File: src/rtl/dram_arb_pkg.sv
// dram_arb_pkg: shared types and defaults for the data-RAM arbiter.
// Holds arbiter state encoding, port-owner encoding and default widths.
package dram_arb_pkg;

    localparam int AW_DEF = 10;
    localparam int DW_DEF = 32;

    typedef enum logic [1:0] {
        ARB  = 2'd0,
        LOCK = 2'd1,
        COOL = 2'd2
    } arb_state_e;

    typedef enum logic {
        OWN_CPU = 1'b0,
        OWN_DMA = 1'b1
    } owner_e;

endpackage

File: src/rtl/dram_arb_rdret.sv
// dram_arb_rdret: 1-deep owner/valid pipeline for RAM read returns.
// Steers the registered RAM read data to whichever port issued the read.
module dram_arb_rdret
    import dram_arb_pkg::*;
#(
    parameter int DW = DW_DEF
) (
    input  logic          i_clk,
    input  logic          i_rst,
    input  logic          i_en,
    input  logic          i_c_rd,
    input  logic          i_d_rd,
    input  logic [DW-1:0] i_ram_rdata,
    output logic          o_c_rvalid,
    output logic [DW-1:0] o_c_rdata,
    output logic          o_d_rvalid,
    output logic [DW-1:0] o_d_rdata
);

    logic   valid_q;
    owner_e own_q;
    logic   live;

    // Record who issued a read this cycle; hold while the clock enable is low.
    always_ff @(posedge i_clk) begin
        if (i_rst) begin
            valid_q <= 1'b0;
            own_q   <= OWN_DMA;
        end else if (i_en) begin
            valid_q <= i_c_rd | i_d_rd;
            own_q   <= i_c_rd ? OWN_CPU : OWN_DMA;
        end
    end

    // A held return is presented only on enabled cycles, so it pulses once.
    always_comb begin
        live       = valid_q & i_en & ~i_rst;
        o_c_rvalid = live & (own_q == OWN_CPU);
        o_d_rvalid = live & (own_q == OWN_DMA);
        o_c_rdata  = o_c_rvalid ? i_ram_rdata : '0;
        o_d_rdata  = o_d_rvalid ? i_ram_rdata : '0;
    end

endmodule

File: src/rtl/dram_arbiter.sv
// dram_arbiter: shares the single-port data RAM between CPU and DMA ports.
// Define DRAM_ARB_RR_EN for round-robin conflicts; default is fixed CPU priority.
module dram_arbiter
    import dram_arb_pkg::*;
#(
    parameter int AW        = AW_DEF,
    parameter int DW        = DW_DEF,
    parameter int MAX_BURST = 8
) (
    input  logic          i_clk,
    input  logic          i_rst,
    input  logic          i_clk_en,
    input  logic          i_c_req,
    input  logic          i_c_we,
    input  logic [AW-1:0] i_c_addr,
    input  logic [DW-1:0] i_c_wdata,
    output logic          o_c_gnt,
    output logic          o_c_rvalid,
    output logic [DW-1:0] o_c_rdata,
    input  logic          i_d_req,
    input  logic          i_d_lock,
    input  logic          i_d_we,
    input  logic [AW-1:0] i_d_addr,
    input  logic [DW-1:0] i_d_wdata,
    output logic          o_d_gnt,
    output logic          o_d_rvalid,
    output logic [DW-1:0] o_d_rdata,
    output logic          o_ram_cs,
    output logic          o_ram_we,
    output logic [AW-1:0] o_ram_addr,
    output logic [DW-1:0] o_ram_wdata,
    input  logic [DW-1:0] i_ram_rdata
);

    localparam logic [7:0] MAXB = 8'(MAX_BURST);

    arb_state_e state_q, state_d;
    logic [7:0] cnt_q, cnt_d;
    logic       arb_cpu, arb_dma;

`ifdef DRAM_ARB_RR_EN
    owner_e last_q, last_d;

    // Open arbitration: on conflict the port not granted last time wins.
    always_comb begin
        arb_dma = i_d_req & (~i_c_req | (last_q == OWN_CPU));
        arb_cpu = i_c_req & ~arb_dma;
    end

    // Every issued grant, locked or not, updates the last winner.
    always_comb begin
        last_d = last_q;
        if (o_c_gnt) last_d = OWN_CPU;
        if (o_d_gnt) last_d = OWN_DMA;
    end

    // Last-winner register; reset favours the CPU on the first conflict.
    always_ff @(posedge i_clk) begin
        if (i_rst) last_q <= OWN_DMA;
        else if (i_clk_en) last_q <= last_d;
    end
`else
    // Open arbitration: the CPU wins every conflict.
    always_comb begin
        arb_cpu = i_c_req;
        arb_dma = i_d_req & ~i_c_req;
    end
`endif

    // Grant and next-state logic; a broken lock falls back to open arbitration.
    always_comb begin
        state_d = state_q;
        cnt_d   = cnt_q;
        o_c_gnt = 1'b0;
        o_d_gnt = 1'b0;
        if (i_clk_en && !i_rst) begin
            unique case (state_q)
                ARB: begin
                    o_c_gnt = arb_cpu;
                    o_d_gnt = arb_dma;
                    if (arb_dma && i_d_lock) begin
                        cnt_d   = 8'd1;
                        state_d = (MAXB == 8'd1) ? COOL : LOCK;
                    end
                end
                LOCK: begin
                    if (i_d_req && i_d_lock) begin
                        o_d_gnt = 1'b1;
                        cnt_d   = cnt_q + 8'd1;
                        if (cnt_q + 8'd1 == MAXB) state_d = COOL;
                    end else begin
                        o_c_gnt = arb_cpu;
                        o_d_gnt = arb_dma;
                        cnt_d   = 8'd0;
                        state_d = ARB;
                    end
                end
                COOL: begin
                    o_c_gnt = i_c_req;
                    cnt_d   = 8'd0;
                    state_d = ARB;
                end
                default: begin
                    cnt_d   = 8'd0;
                    state_d = ARB;
                end
            endcase
        end
    end

    // State and burst counter; both freeze while the clock enable is low.
    always_ff @(posedge i_clk) begin
        if (i_rst) begin
            state_q <= ARB;
            cnt_q   <= 8'd0;
        end else if (i_clk_en) begin
            state_q <= state_d;
            cnt_q   <= cnt_d;
        end
    end

    // The winner drives the RAM port in the same cycle; idle port reads as zero.
    always_comb begin
        o_ram_cs    = o_c_gnt | o_d_gnt;
        o_ram_we    = 1'b0;
        o_ram_addr  = '0;
        o_ram_wdata = '0;
        if (o_c_gnt) begin
            o_ram_we    = i_c_we;
            o_ram_addr  = i_c_addr;
            o_ram_wdata = i_c_wdata;
        end else if (o_d_gnt) begin
            o_ram_we    = i_d_we;
            o_ram_addr  = i_d_addr;
            o_ram_wdata = i_d_wdata;
        end
    end

    dram_arb_rdret #(
        .DW(DW)
    ) u_rdret (
        .i_clk       (i_clk),
        .i_rst       (i_rst),
        .i_en        (i_clk_en),
        .i_c_rd      (o_c_gnt & ~i_c_we),
        .i_d_rd      (o_d_gnt & ~i_d_we),
        .i_ram_rdata (i_ram_rdata),
        .o_c_rvalid  (o_c_rvalid),
        .o_c_rdata   (o_c_rdata),
        .o_d_rvalid  (o_d_rvalid),
        .o_d_rdata   (o_d_rdata)
    );

endmodule

File: config.mk
export PLATFORM = sky130hd
export DESIGN_NAME = dram_arbiter
export DESIGN_NICKNAME = d
export VERILOG_FILES = /design/src/rtl/dram_arb_pkg.sv /design/src/rtl/dram_arb_rdret.sv /design/src/rtl/dram_arbiter.sv
export SDC_FILE = /design/constraint.sdc
export NUM_CORES = 1
export LEC_CHECK = 0
export BUFFER_PORTS_ARGS = -buffer_cell sky130_fd_sc_hd__buf_2
export CAP_MARGIN = 10
export CORE_AREA = 2 2 93 95
export DETAILED_ROUTE_END_ITERATION = 10
export DIE_AREA = 0 0 95 97
export PLACE_DENSITY_LB_ADDON = 0.25
export SLEW_MARGIN = 0
export SYNTH_ARGS = -nofsm -noshare
export SYNTH_HDL_FRONTEND = slang
export SYNTH_SLANG_ARGS = --single-unit
File: constraint.sdc
create_clock -name i_clk -period 1.7 [get_ports i_clk]
set_clock_uncertainty 0.15 [all_clocks]
set_input_delay 0.085 -clock i_clk [delete_from_list [all_inputs] [get_ports i_clk]]
set_output_delay 0.085 -clock i_clk [all_outputs]
set_load 0.05 [all_outputs]
* Word-level counts from Yosys, hierarchy flattened *
Index checks and enable logic that the tools add are counted.

word-level totals
  input bits = 124
  flip-flop bits (word level) = 12
  logic and storage cells = 54
  output and inout bits = 112

operators by class
  bitwise logic cells = 14
  reduce and logical (&&, ||, !) cells = 8
  add/sub/neg operators = 1
  mux-type cells = 22
  equality and inequality tests = 5

operators with widths
  operator               count
  $mux W32               4
  $mux W10               2
  $mux W8                2
  $pmux W8 S2            1
  $add A8 B1 Y8 const B  1
  $eq A8 B4 Y1 const B   1
  $and A1 B1 Y1          7
  $mux W1                7
  $mux W2                3
  $not A1 Y1             5
  $pmux W1 S2            2
  $pmux W2 S2            1
  $reduce_and A4 Y1      1
  $logic_and A1 B1 Y1    3
  $ne A3 B3 Y1 const B   1
  $reduce_and A3 Y1      1
  $eq A2 B1 Y1 const B   1
  $eq A2 B2 Y1 const B   1
  $logic_not A2 Y1       1
  $ne A2 B2 Y1 const B   1
  $or A1 B1 Y1           2
  $reduce_or A2 Y1       1
  $logic_not A1 Y1       1

* Depth between registers and ports, before layout *
Gate-level depths: netlist of the first run.

  word-level depth = 7
  mapped depth = 6
  mapped depth without buffers = 6

* Modules after synthesis *
From an unflattened synthesis of the first run, not the netlist that was laid out.

unflattened totals
  cells, all modules = 224
  area, all modules = 1736.7 um^2

modules (own cells, without submodules)
  module          area an instance (um^2)  sequential area each (um^2)  times used  cells each
  dram_arbiter    1084.8                   200.2                        1           134
  dram_arb_rdret  651.9                    40.0                         1           90

* Least setup slack after synthesis of the first run *
No wires, ideal clock.

  kind = register to output
  start = register state_q[0]
  end = output port o_ram_addr[0]
  cell stages (with the launch flop) = 6
  path slack = -0.362 ns
  data required time = 1.465 ns
  arrival = 1.827 ns
  buffers on the path = 2
  cell sequence = dfxtp_1 buf_6 inv_1 o211a_1 clkbuf_1 a22o_1

between the ends
  cells in the longest elaborated chain, start to end = 5
  elaborated cells between the ends (all ways) = 10
  those cells by class = eq/ne (2); mux (6); reduce/logical (2)

RTL lines
  what                                              line                 source
  start: declaration                                dram_arbiter.sv:37   arb_state_e state_q, state_d;
  start signal: assignment                          dram_arbiter.sv:117  state_q <= state_d;
  $eq A2 B2 Y1 or $logic_not A2 Y1 (tied branches)  dram_arbiter.sv:77   unique case (state_q)
  $reduce_or A2 Y1 (no source line)                 n/a
  $pmux W1 S2 (*)                                   dram_arbiter.sv:77
  $mux W1 (*)                                       dram_arbiter.sv:76   if (i_clk_en && !i_rst) begin
  named net o_c_gnt                                 dram_arbiter.sv:17   output logic o_c_gnt,
  $mux W10 (*)                                      dram_arbiter.sv:128  if (o_c_gnt) begin
  end: declaration                                  dram_arbiter.sv:30   output logic [AW-1:0] o_ram_addr,

Mark *: on every way through the listed nets, which the timed path passes. The rest lies on a longest branch.

* Final worst setup path of the first run *
  start = register state_q[0]
  end = output port o_ram_wdata[16]

between the ends
  cells in the longest elaborated chain, start to end = 5
  elaborated cells between the ends (all ways) = 10
  those cells by class = eq/ne (2); mux (6); reduce/logical (2)

RTL lines
  what                                             line                                     source
  $eq A2 B1 Y1, or another cell as far along       dram_arbiter.sv:77
  $pmux W1 S2 or $reduce_or A2 Y1 (tied branches)  n/a
  $mux W1 or $pmux W1 S2 (tied branches)           dram_arbiter.sv:76, dram_arbiter.sv:77
  $mux W32 or $mux W1 (tied branches)              dram_arbiter.sv:132, dram_arbiter.sv:76
  $mux W32 (*)                                     dram_arbiter.sv:128
  end: declaration                                 dram_arbiter.sv:31                       output logic [DW-1:0] o_ram_wdata,

Every way passes the cells marked *; elsewhere a longest branch is shown, timed or not.

==> run metrics, run 1 <==
status finished, violations left; violations in the final reports negative setup slack; Max FO, Critical Path 6; DR pass1 iterations 4; Initial DRC Count 72; clock sinks 12; Post-synth EDFFs 0; core area 8130 sq um; Post-Syn Nets approximately 340; top cells by area in the synthesized netlist and2_1, a22o_1, dfxtp_1; antenna violations before repair 0; Hold Fails Final Rpt 0; instance count on the critical path 7; Slew headroom 78.9%; Final #Nets 608; unique cell type count in the Yosys netlist 38; final setup fails 46; number of buffers created by CTS 3; die width between 90 and 100 microns; Total Power 1.40 mW; crit-path max cell delay 0.35 ns; crit path time final 1.90 ns; Fin Setup TNS -8.06 ns; R2R Setup Slk -0.05 ns; Cell Area, Synth 1660 sq um; final wirelength 9450 microns; area share of the largest cell type after synthesis 24.5%; pwr dens 310 nW/um^2; Final Core Density approximately 56%; area grow syn2layout 173%; Slew @ Worst Pin 0.308 ns; met1 WL 3330 microns; routed length on met3 759 microns; Final Worst Setup Slack -0.205 ns; DR vias/cell 4.73; number of global-route vias before repair 2,645; GR Overflow Total 0; Clock Latency Late Sink 0.25 ns; Worst R2R Path Depth 6; most common cell in the netlist and2_1; post-synthesis area per instance 7.63 sq um; CTS tree yes; Sw Pwr roughly 0.52 mW; Die H 97 microns; input/output buffers between 200 and 250; top routing layer used met4; H-Tree Depth 1; Clock Tree Buf Depth 2; synthesized instance count 217; clock power share 23.0%; Gate power share between 50% and 60%; Worst Setup Start Kind flip-flop; most frequent cells after synthesis and2_1, a22o_1, dfxtp_1; crit-path leading delay family buffers and inverters; RSZ-0062 raised after global routing true; number of diodes 0; max cap viols 0; Max Freq about 520 MHz; Initial Util between 20% and 30%; share of flip-flops with an asynchronous set or reset 0%; IO Count 236; Clock Root Buffer clkbuf_8; most used cell, CP buf_6; pre-CTS setup slack -0.0412 ns; reg-to-reg startpoint cnt_q[0]$_SDFFE_PP0P_; peak supply drop 0.000192 V; clock-pin slew on the worst setup and hold paths 0.05 ns; crit path from state_q[0]$_SDFFE_PP0P_; sequential area share after synthesis 14.5%; GRT Total Usage 17.9%; gpl congestion 0.802; kind of critical path reg2out; # DRC 0; FF+latch count, synth 12; Vias between 2k and 3k; first-pass GRT wire length 13,000 microns; Worst EP arrival around 1.7 ns; Setup crit end kind output port; CP Data Required Time 1.46 ns; Max stage delay cell, worst path dfxtp_2; Yosys Warn Count 0; dominant cell type by area after synthesis and2_1; final hold slack about 0.026 ns; Post-DP HPWL 6730 microns; period utilization 112%; max-slew violations 0; pin count of the biggest net entering global routing 34; Antenna Violating Nets Remaining 0; Main synth FF type dfxtp_1; reg-to-reg endpoint state_q[1]$_SDFFE_PP0P_; worst path buffer plus inverter count 4; met2 wirelength from detailed routing 5210 microns; leakage power 2.40 nW; crit path to o_ram_wdata[16]; switch share ~37%; Reg power frac 20.6%; row cnt 33; layout cells sized above 1 75.3%; Int Power 0.880 mW; Die ar. 9220 sq um; HP Class in2reg; cells along the critical path nand2_4, a2111oi_4, buf_6, buf_6, clkbuf_16, a22o_4, buf_8; post-DR wirelength/cell 16.1 microns
==> power groups by stage <==
| stage | combinational (mW) | clock, mW | sequential, mW |
|---|---|---|---|
| after floorplan | 0.339 | 0 | 0.295 |
| after global placement | 0.590 | 0 | 0.295 |
| after detailed placement | 0.597 | 0 | 0.295 |
| after CTS | 0.743 | 0.328 | 0.288 |
| after global routing | 0.827 | 0.343 | 0.288 |
| final | 0.790 | 0.322 | 0.288 |
==> worst register-to-register path, delay by kind of cell (launching register included) <==
kind,cells,cell delay [ns]
compound gates,2,0.17
fa+ha+maj,1,0.17
flops,1,0.36
simple gates,3,0.81
==> per-stage QoR <==
step / instance area (sq um) / instances
after floorplan: 1970 / 217
after global placement: 3430 / 564
after detailed placement: 3430 / 564
after CTS: 4160 / 581
after global routing: 4520 / 586
final: 4520 / 586
==> sequential cells by signal (all words and copies together) (netlist names) <==
name,count
u_rdret.own_q,1
cnt_q,8
state_q,2
u_rdret.valid_q,1
==> timing repair <==
| item | in CTS | in global routing |
|---|---|---|
| buffers inserted | 6 | 2 |
| endpoints found under the setup margin | 48 | 92 |
| endpoints found under the hold margin | 1 | 0 |
| cloned | 6 | 3 |
| hold buffers | 1 | 0 |
| resized for setup | 137 | 73 |
| pin swaps | 2 | 5 |
==> logic make-up (layout without fill, tap and decap cells) <==
logic type	Yosys count	after routing	synth area share, %
compound gates	73	73	35.8
xor+xnor	2	2	1.06
fa+ha+maj	2	2	1.51
buf+inv	23	287	7.78
flops	12	12	14.5
simple gates	105	105	39.4
==> worst min-delay path by stage <==
stage                        start                           end  slack, ns  cells past startpoint
after floorplan              i_rst       state_q[1]$_SDFFE_PP0P_       0.03                      1
after global placement    i_clk_en       state_q[1]$_SDFFE_PP0P_       0.23                      2
after detailed placement  i_clk_en       state_q[1]$_SDFFE_PP0P_       0.22                      2
after CTS                   i_d_we  u_rdret.valid_q$_SDFFE_PP0P_       0.02                      4
after global routing         i_rst         cnt_q[5]$_SDFFE_PP0P_       0.05                      3
final                     i_clk_en       state_q[0]$_SDFFE_PP0P_       0.03                      3
==> layout by cell type (no fill, tap or decap), types with 2 or more instances in the layout <==
master,Yosys,routed
a21oi_1,9,9
a22o_4,0,43
a22oi_1,2,2
a31oi_1,4,3
and2_1,65,56
and2_2,0,9
and3_1,4,3
buf_12,0,11
buf_16,0,5
buf_2,4,159
buf_4,0,20
buf_6,5,7
buf_8,0,41
clkbuf_16,0,3
clkbuf_4,0,30
clkbuf_8,0,4
dfxtp_1,12,4
dfxtp_2,0,7
inv_1,6,5
nand2_1,5,5
nand3_1,4,2
nand3_2,0,2
nand3b_1,2,2
nor2_1,9,8
nor3b_2,0,2
o21ai_0,7,6
o31ai_1,2,2
or3_1,2,2
==> final cells by class <==
| type | count | area [sq um] |
|---|---|---|
| fill | 707 | 3610 |
| timing repair buffer | 277 | 2310 |
| multi-input combinational | 182 | 1750 |
| sequential | 12 | 253 |
| tap | 105 | 131 |
| clock buffer | 4 | 55.1 |
| inverter | 6 | 22.5 |
==> per-layer routing <==
layer / vias to the layer above / global-route usage, %
met5: - / 0
met2: 159 / 35.2
met4: 0 / 4.24
met3: 11 / 3.89
met1: 1271 / 18.6
li1: 1331 / -
(Power assumes the default switching activity.)
==> run 2, diff against run 1 <==
SLEW_MARGIN = unset   (was 0)
clock period = 1.65 ns   (was 1.7 ns; I/O delays follow)
==> run 2 against run 1 <==
Largest power group unchanged. Register-to-register slack hardly changed. Flip-flop and latch count stayed put. Count of clock-buffer cells in the layout stayed put. Largest cell class unchanged. The run still ends with negative setup slack left. Combinational power is 1% lower. First-iteration DRC count is 17% lower. Critical endpoint is now o_ram_wdata[19]. Die area stayed put.
==> run metrics, run 2 (synthesized netlist as in run 1, its figures left out) <==
Worst Setup Start Kind flip-flop; GR Overflow Total 0 (unchanged); max reg flops 8 (unchanged); R2R Setup Slk -0.06 ns (about the same); Hold EP state_q[1]$_SDFFE_PP0P_; HP Class in2reg; crit path time final roughly 1.9 ns; leakage power 2.31 nW (-3.7%); CTS tree yes; max cap viols 0 (unchanged); max-slew violations 0 (unchanged); Fin Setup TNS -9.20 ns (-1.14 ns); Die H 97 microns (unchanged); Initial Util 20.4% (unchanged); Vias 2,748 (-0.87%); row cnt 33 (unchanged); Total Power 1.40 mW (about the same); kind of critical path reg2out; Slew @ Worst Pin 0.321 ns (+0.0129 ns); Int Power 0.876 mW (-0.44%); pin count of the biggest net entering global routing 34 (unchanged); post-DR wirelength/cell 15.5 microns (-3.5%); input/output buffers 235 (unchanged); final setup fails 46 (unchanged); period utilization 113%; number of global-route vias before repair 2,659 (+0.53%); Sw Pwr 0.522 mW (+0.56%); core area 8130 sq um (unchanged); reg-to-reg startpoint cnt_q[3]$_SDFFE_PP0P_; Worst R2R Path Depth 5 (-1); H-Tree Depth 1 (unchanged); Worst EP arrival 1.63 ns (-0.04 ns); Final Worst Setup Slack -0.217 ns (-0.0124 ns); clock-pin slew on the worst setup and hold paths 0.06 ns (about the same); first-pass GRT wire length 12,900 microns (-1.3%); Hold Fails Final Rpt 0 (unchanged); Clock Root Buffer clkbuf_8; register name with the most flops cnt_q; Clock Tree Buf Depth 2 (unchanged); violations in the final reports negative setup slack; DR pass1 iterations 4 (unchanged); Die ar. 9220 sq um (unchanged); layer with the highest usage met2; fillers 707 (unchanged); placed cell areas 3460 sq um (+0.66%); switch share 37.3% (+0.23 points); Slew headroom 78.1% (-0.88 points); GR Layer Usage met3 2.73% (-1.2 points); Post-Layout Cell Count 579 (-1.2%); Max FO, Critical Path 8 (+2); clock power share 23.3% (+0.3 points); GRT Total Usage 17.5% (-0.44 points); IO Count 236 (unchanged); Gate power share 55.9% (-0.5 points); gpl congestion 0.775 (-3.4%); Final #Nets 601 (-1.2%); pwr dens 316 nW/um^2 (+2.3%); peak supply drop 0.000216 V (+13%); final wirelength 9000 microns (-4.7%); most frequent cells in the layout buf_2, clkbuf_4, and2_1, buf_8, a22o_4; Largest regs cnt_q (8), state_q (2); CP Data Required Time 1.42 ns (-0.04 ns); RSZ-0062 raised after global routing true; routing usage on met1 16.8% (-1.8 points); area grow syn2layout 167%; antenna violations before repair 0 (unchanged); Clock Latency Late Sink 0.24 ns (about the same); # DRC 0 (unchanged); Reg power frac 20.9% (+0.3 points); Max Freq around 540 MHz; Antenna Violating Nets Remaining 0 (unchanged); reg-to-reg endpoint state_q[1]$_SDFFE_PP0P_; clock sinks 12 (unchanged); Setup crit end kind output port; design area 4420 sq um (-2.3%); hold_sp i_clk_en; layout cells sized above 1 76.8% (+1.5 points); Initial DRC Count 60 (-17%); Post-DP HPWL 6730 microns (-0.12%); number of diodes 0 (unchanged); most common cell after layout, fill and taps aside buf_2; DR vias/cell 4.75 (+0.33%); status finished, violations left; number of buffers created by CTS 3 (unchanged); Placed Instances 566 (+0.35%); M2 GR Usage 36.2% (+1.0 points); die width 95 microns (unchanged); Hold Path Depth 3 (unchanged)
-- run 2: layout make-up --
type	count	area, sq um	share of cell area (%)
Inverter	6	22.5	0.510
Tap cell	105	131	2.97
Multi-Input combinational cell	182	1770	39.9
Clock buffer	4	55.1	1.25
Timing Repair Buffer	270	2190	49.5
Sequential cell	12	259	5.86
-- run 2: critical path, stage by stage (launching register included) --
cell	delay (ns)
dfxtp_2	0.37
nand2_4	0.06
a2111oi_4	0.34
buf_6	0.22
buf_16	0.14
a22o_4	0.12
buf_8	0.14
-- run 2: what timing repair did --
action / 4_1_cts / 5_1_grt
cloned: 4 / 0
endpoints found under the setup margin: 51 / 116
hold buffers: 0 / 0
buffers inserted: 5 / 2
pin swaps: 5 / 10
gates resized for setup: 149 / 95
-- run 2: how the worst max path moves through the flow --
stage | cells past startpoint | end | slack, ns | from
after CTS | 7 | o_ram_wdata[0] | -0.29 | state_q[0]$_SDFFE_PP0P_
after global routing | 6 | o_ram_wdata[7] | -0.26 | state_q[0]$_SDFFE_PP0P_
after detailed placement | 5 | o_ram_wdata[29] | -0.09 | state_q[0]$_SDFFE_PP0P_
final | 6 | o_ram_wdata[19] | -0.22 | state_q[0]$_SDFFE_PP0P_
after global placement | 5 | o_ram_wdata[31] | -0.07 | state_q[0]$_SDFFE_PP0P_
after floorplan | 5 | o_ram_addr[0] | -0.13 | state_q[0]$_SDFFE_PP0P_
-- run 2: stage by stage --
stage | hold slack (ns) | util [%] | worst slack [ns]
floorplan | 0.0241 | - | -0.132
global placement | 0.279 | 42.5 | -0.0736
detailed placement | 0.288 | 42.5 | -0.0860
CTS | 0.0167 | 51.0 | -0.286
global route | 0.0259 | 54.3 | -0.258
finish | 0.0165 | 54.3 | -0.217
-- run 2: routing by layer --
metal  part of all wire [%]  wire [microns]
met1                     32            2920
met2                     59            5270
met3                    7.3             661
met4                    1.7             150
met5                      0               0
-- run 2: power groups by stage --
stage / clock (mW) / combinational (mW) / sequential [mW]
CTS: 0.333 / 0.755 / 0.295
finish: 0.326 / 0.781 / 0.292
floorplan: 0 / 0.348 / 0.304
global route: 0.356 / 0.814 / 0.292
global placement: 0 / 0.610 / 0.304
detailed placement: 0 / 0.615 / 0.304
